[src/rtl/dpram_fifo_ctrl.sv]
// rtl/dpram_fifo_ctrl.sv - FIFO controller driving a dual-port RAM (write/read on the negedge)
module dpram_fifo_ctrl #(
   parameter int ADDR_WIDTH    = 10,
   parameter int AFULL_THRESH  = 1020,
   parameter int AEMPTY_THRESH = 4
) (
   input  logic                  i_clk,
   input  logic                  i_rst_n,
   input  logic                  i_push,
   input  logic                  i_pop,
   input  logic                  i_err_clr,
   output logic                  o_ram_wen,
   output logic [ADDR_WIDTH-1:0] o_ram_waddr,
   output logic                  o_ram_ren,
   output logic [ADDR_WIDTH-1:0] o_ram_raddr,
   output logic                  o_rd_valid,
   output logic                  o_full,
   output logic                  o_empty,
   output logic                  o_almost_full,
   output logic                  o_almost_empty,
   output logic [ADDR_WIDTH:0]   o_count,
   output logic                  o_overflow,
   output logic                  o_underflow
);

   localparam int                DEPTH    = 1 << ADDR_WIDTH;
   localparam logic [ADDR_WIDTH:0] C_DEPTH  = DEPTH[ADDR_WIDTH:0];
   localparam logic [ADDR_WIDTH:0] C_AFULL  = AFULL_THRESH[ADDR_WIDTH:0];
   localparam logic [ADDR_WIDTH:0] C_AEMPTY = AEMPTY_THRESH[ADDR_WIDTH:0];

   logic [ADDR_WIDTH-1:0] r_wr_ptr;
   logic [ADDR_WIDTH-1:0] r_rd_ptr;
   logic [ADDR_WIDTH:0]   r_count;
   logic                  r_full;
   logic                  r_empty;
   logic                  r_afull;
   logic                  r_aempty;
   logic                  r_rd_valid;
   logic                  r_overflow;
   logic                  r_underflow;

   logic                  w_push_ok;
   logic                  w_pop_ok;
   logic [ADDR_WIDTH:0]   w_count_nxt;

   // Flags are registered from next-count so push/pop see a single gate to the RAM strobes.
   assign w_push_ok = i_push & ~r_full & i_rst_n;
   assign w_pop_ok  = i_pop & ~r_empty & i_rst_n;

   always_comb begin
      w_count_nxt = r_count;
      case ({w_push_ok, w_pop_ok})
         2'b10:   w_count_nxt = r_count + 1'b1;
         2'b01:   w_count_nxt = r_count - 1'b1;
         default: w_count_nxt = r_count;
      endcase
   end

   always_ff @(posedge i_clk or negedge i_rst_n) begin
      if (!i_rst_n) begin
         r_wr_ptr    <= '0;
         r_rd_ptr    <= '0;
         r_count     <= '0;
         r_full      <= 1'b0;
         r_empty     <= 1'b1;
         r_afull     <= 1'b0;
         r_aempty    <= 1'b1;
         r_rd_valid  <= 1'b0;
         r_overflow  <= 1'b0;
         r_underflow <= 1'b0;
      end else begin
         if (w_push_ok) r_wr_ptr <= r_wr_ptr + 1'b1;
         if (w_pop_ok)  r_rd_ptr <= r_rd_ptr + 1'b1;
         r_count     <= w_count_nxt;
         r_full      <= (w_count_nxt == C_DEPTH);
         r_empty     <= (w_count_nxt == '0);
         r_afull     <= (w_count_nxt >= C_AFULL);
         r_aempty    <= (w_count_nxt <= C_AEMPTY);
         r_rd_valid  <= w_pop_ok;
         // A new error in the same cycle as err_clr keeps the flag set.
         r_overflow  <= (i_push & r_full)  | (r_overflow  & ~i_err_clr);
         r_underflow <= (i_pop  & r_empty) | (r_underflow & ~i_err_clr);
      end
   end

   assign o_ram_wen      = w_push_ok;
   assign o_ram_waddr    = r_wr_ptr;
   assign o_ram_ren      = w_pop_ok;
   assign o_ram_raddr    = r_rd_ptr;
   assign o_rd_valid     = r_rd_valid;
   assign o_full         = r_full;
   assign o_empty        = r_empty;
   assign o_almost_full  = r_afull;
   assign o_almost_empty = r_aempty;
   assign o_count        = r_count;
   assign o_overflow     = r_overflow;
   assign o_underflow    = r_underflow;

endmodule

[config.mk]
export PLATFORM = sky130hd
export DESIGN_NAME = dpram_fifo_ctrl
export DESIGN_NICKNAME = d
export VERILOG_FILES = /design/src/rtl/dpram_fifo_ctrl.sv
export SDC_FILE = /design/constraint.sdc
export NUM_CORES = 1
export LEC_CHECK = 0
export BUFFER_PORTS_ARGS = -buffer_cell sky130_fd_sc_hd__buf_2
export CAP_MARGIN = 20
export CORE_ASPECT_RATIO = 1.1
export CORE_MARGIN = 10
export CORE_UTILIZATION = 48
export DETAILED_ROUTE_END_ITERATION = 7
export PLACE_DENSITY = 0.76
export SETUP_SLACK_MARGIN = 0.2
export SKIP_CTS_REPAIR_TIMING = 1
export SYNTH_ARGS = -nofsm -noshare
export SYNTH_HDL_FRONTEND = slang
export SYNTH_SLANG_ARGS = --single-unit
export TNS_END_PERCENT = 1
[constraint.sdc]
create_clock -name i_clk -period 3.56 [get_ports i_clk]
set_clock_uncertainty 0.2 [all_clocks]
set_input_delay 0.178 -clock i_clk [delete_from_list [all_inputs] [get_ports i_clk]]
set_output_delay 0.178 -clock i_clk [all_outputs]
set_load 0.05 [all_outputs]
==> flow_metrics.env <==
export IMPL_design_area_um2=2640
export IMPL_synth_edf_count=0
export IMPL_grt_usage=0.136
export IMPL_ys_warn_count=0
export IMPL_area_growth_pct=30.3
export IMPL_path_cells="and3b_1 -> ha_4 -> buf_4 -> ha_1 -> or4_1 -> o211a_1 -> or4b_4 -> or4_4 -> nor2b_1"
export IMPL_cts_root_buf="clkbuf_8"
export IMPL_hold_class="in2reg"
export IMPL_wl_per_cell_um=15.3
export IMPL_p_per_area_nw_per_um2=895
export IMPL_crit_path_start="o_empty$_DFF_PN1_"
export IMPL_vdd_drop_max_uv=465
export IMPL_multiInputGateArea_um2=1100
export IMPL_boundaryPins=45
export IMPL_crit_family="simple AND/OR/NAND/NOR gates"
export IMPL_rsz0062_at_grt="yes"
export IMPL_slowest_delay_ns=0.54
export IMPL_max_freq_mhz=281
export IMPL_ant_nets=0
export IMPL_holdWs_ns=0.205
export IMPL_dp_hpwl_um=3670
export IMPL_reg2reg_slack_ns=0.006
export IMPL_end_kind="flop"
export IMPL_overflow=0
export IMPL_dpl_cell_area_um2=2490
export IMPL_ctsHtreeMaxLevel=2
export IMPL_wirelength_um=4780
export IMPL_worstPathRequired_ns=3.58
export IMPL_synthesis_area_um2=2030
export IMPL_critical_path_class="reg2reg"
export IMPL_synthAdderAreaFrac=0.0840
export IMPL_worst_r2r_cell_count=9
export IMPL_clkTransAtPathRegs_ns=0.07
export IMPL_critPathBufInv=1
export IMPL_synthCells=190
export IMPL_r2r_start="o_empty$_DFF_PN1_"
export IMPL_synth_avg_cell_area_um2=10.7
export IMPL_crit_path_top_delay_cell="dfstp_2"
export IMPL_setup_tns_ns=0
export IMPL_via_per_inst=5.47
export IMPL_initial_utilization=0.503
export IMPL_hold_viol=0
export IMPL_die_h_um=88.1
export IMPL_power_leakage_nw=1.30
export IMPL_grt_pass1_wl_um=7980
export IMPL_drive_gt1_frac=0.360
export IMPL_final_util=0.656
export IMPL_nets=278
export IMPL_arrival_ns=3.57
export IMPL_fin_crit_ns=3.55
export IMPL_layout_commonest_cell="buf_2"
export IMPL_synth_seq_area_share=0.471
export IMPL_final_fill_count=316
export IMPL_dr_pass1_iters=4
export IMPL_synth_xor_area_frac=0.0994
export IMPL_r2r_end="o_full$_DFF_PN0_"
export IMPL_synth_compound_area_frac=0.137
export IMPL_io_buffers=44
export IMPL_cts_made_buffers=5
export IMPL_crit_path_max_fanout=10
export IMPL_stdcell_count=313
export IMPL_num_vias=1713
export IMPL_cp_endpoint="o_full$_DFF_PN0_"
export IMPL_die_w_um=81.9
export IMPL_yosys_area_share_simple=0.161
export IMPL_final_seq_area_um2=955
export IMPL_final_cell_mix="44 x buf_2, 35 x dfrtp_1, 18 x buf_4"
export IMPL_clockBufferDepth=2
export IMPL_diodes=0
export IMPL_cts_tree="yes"
export IMPL_async_reset_ff_frac=1.00
export IMPL_drc=0
export IMPL_place_congestion=0.884
export IMPL_die_area_um2=7220
export IMPL_slew_viol_final=0
export IMPL_drt_iter0_drc=85
export IMPL_synthMuxAreaShare=0.0272
export IMPL_cap_viol_max_count=0
export IMPL_slew_limit_headroom=0.743
export IMPL_grt_pass1_vias=1729
export IMPL_synth_top_family_by_area="simple AND/OR/NAND/NOR gates"
export IMPL_worstMarginPinSlew_ns=0.386
export IMPL_syn_num_nets=208
export IMPL_antenna_found_initial=0
export IMPL_cts_sinks=38
export IMPL_crit_path_start_kind="flop"
export IMPL_clock_latency_ns=0.29
export IMPL_cp_depth=9
export IMPL_fin_crit_sh=0.998
export IMPL_final_setup_viol_count=0
export IMPL_grt_max_degree=31
export IMPL_outcome="finished clean"
export IMPL_ys_types=45
export IMPL_core_um2=4020
export IMPL_ys_ff_latch=38
export IMPL_dp_cells=300
export IMPL_rows=24
export IMPL_ys_flop_type="dfrtp_1"
synth_stat cells, drive strengths merged (3+ instances only):
cell,n,area (um2)
dfrtp,36,901
nor2,16,60.1
xnor2,16,140
nand2,13,48.8
ha,12,150
nand3,11,60.1
o21ai,10,50.1
inv,8,30.0
a21oi,7,35.0
xor2,7,61.3
a21o,4,30.0
mux2,4,45.0
nand4,4,25.0
and3,3,20.0
nor2b,3,18.8
o211a,3,30.0
or4,3,30.0
worst min path at each step:
stage,startpoint,slack (ns),endpoint,depth (start not counted)
after floorplan,i_rst_n,-0.32,o_almost_full$_DFF_PN0_,0
after global placement,i_rst_n,-0.05,o_count[5]$_DFF_PN0_,2
after detailed placement,i_rst_n,-0.05,o_count[5]$_DFF_PN0_,2
after CTS,i_rst_n,-0.36,o_count[5]$_DFF_PN0_,2
after global routing,i_pop,0.22,o_rd_valid$_DFF_PN0_,3
final,i_pop,0.20,o_rd_valid$_DFF_PN0_,3
per-stage QoR:
step | worst slack, ns | power [mW]
3_3_place_gp | 0.0644 | 2.04
6_report | 0.00575 | 2.36
4_1_cts | -0.00121 | 2.37
3_5_place_dp | 0.0142 | 2.06
2_1_floorplan | -0.293 | 1.68
5_1_grt | -0.147 | 2.52
routing by layer:
layer  wire [um]  up-vias  track usage
li1            -      832            -
met2        2230       57        0.225
met1        2080      817        0.165
met4          63        0       0.0433
met3         409        7       0.0430
met5           0        -            0
cell families after synthesis:
logic type / after synthesis
adder cells (fa/ha/maj): 13
AND/OR/NAND/NOR: 61
buffers and inverters: 11
XOR/XNOR: 23
multiplexers: 5
flip-flops: 38
AO/OA/AOI/OAI: 39
state kept, by name (all words and copies together), names as in the netlist:
register,cells
o_ram_waddr,10
o_almost_empty,1
o_overflow,1
o_empty,1
o_underflow,1
o_full,1
o_count,11
o_ram_raddr,10
o_almost_full,1
o_rd_valid,1
worst min-delay path, delay by kind of cell:
kind	cells	cell delay [ns]
buffers and inverters	2	0.28
AND/OR/NAND/NOR	1	0.19
area by class of cell:
| class | count | area share |
|---|---|---|
| Inverter | 8 | 0.0114 |
| Timing Repair Buffer | 66 | 0.150 |
| Tap cell | 52 | 0.0247 |
| Sequential cell | 38 | 0.362 |
| Clock buffer | 6 | 0.0313 |
| Clock inverter | 2 | 0.00474 |
| Multi-Input combinational cell | 141 | 0.416 |
report_power, final:
part           total (mW)  switching (mW)  internal (mW)
combinational        1.33           0.874          0.451
clock               0.307           0.152          0.156
sequential          0.729           0.163          0.566
total                2.36            1.19           1.17
Note: power is estimated with default switching activity, not from simulation.
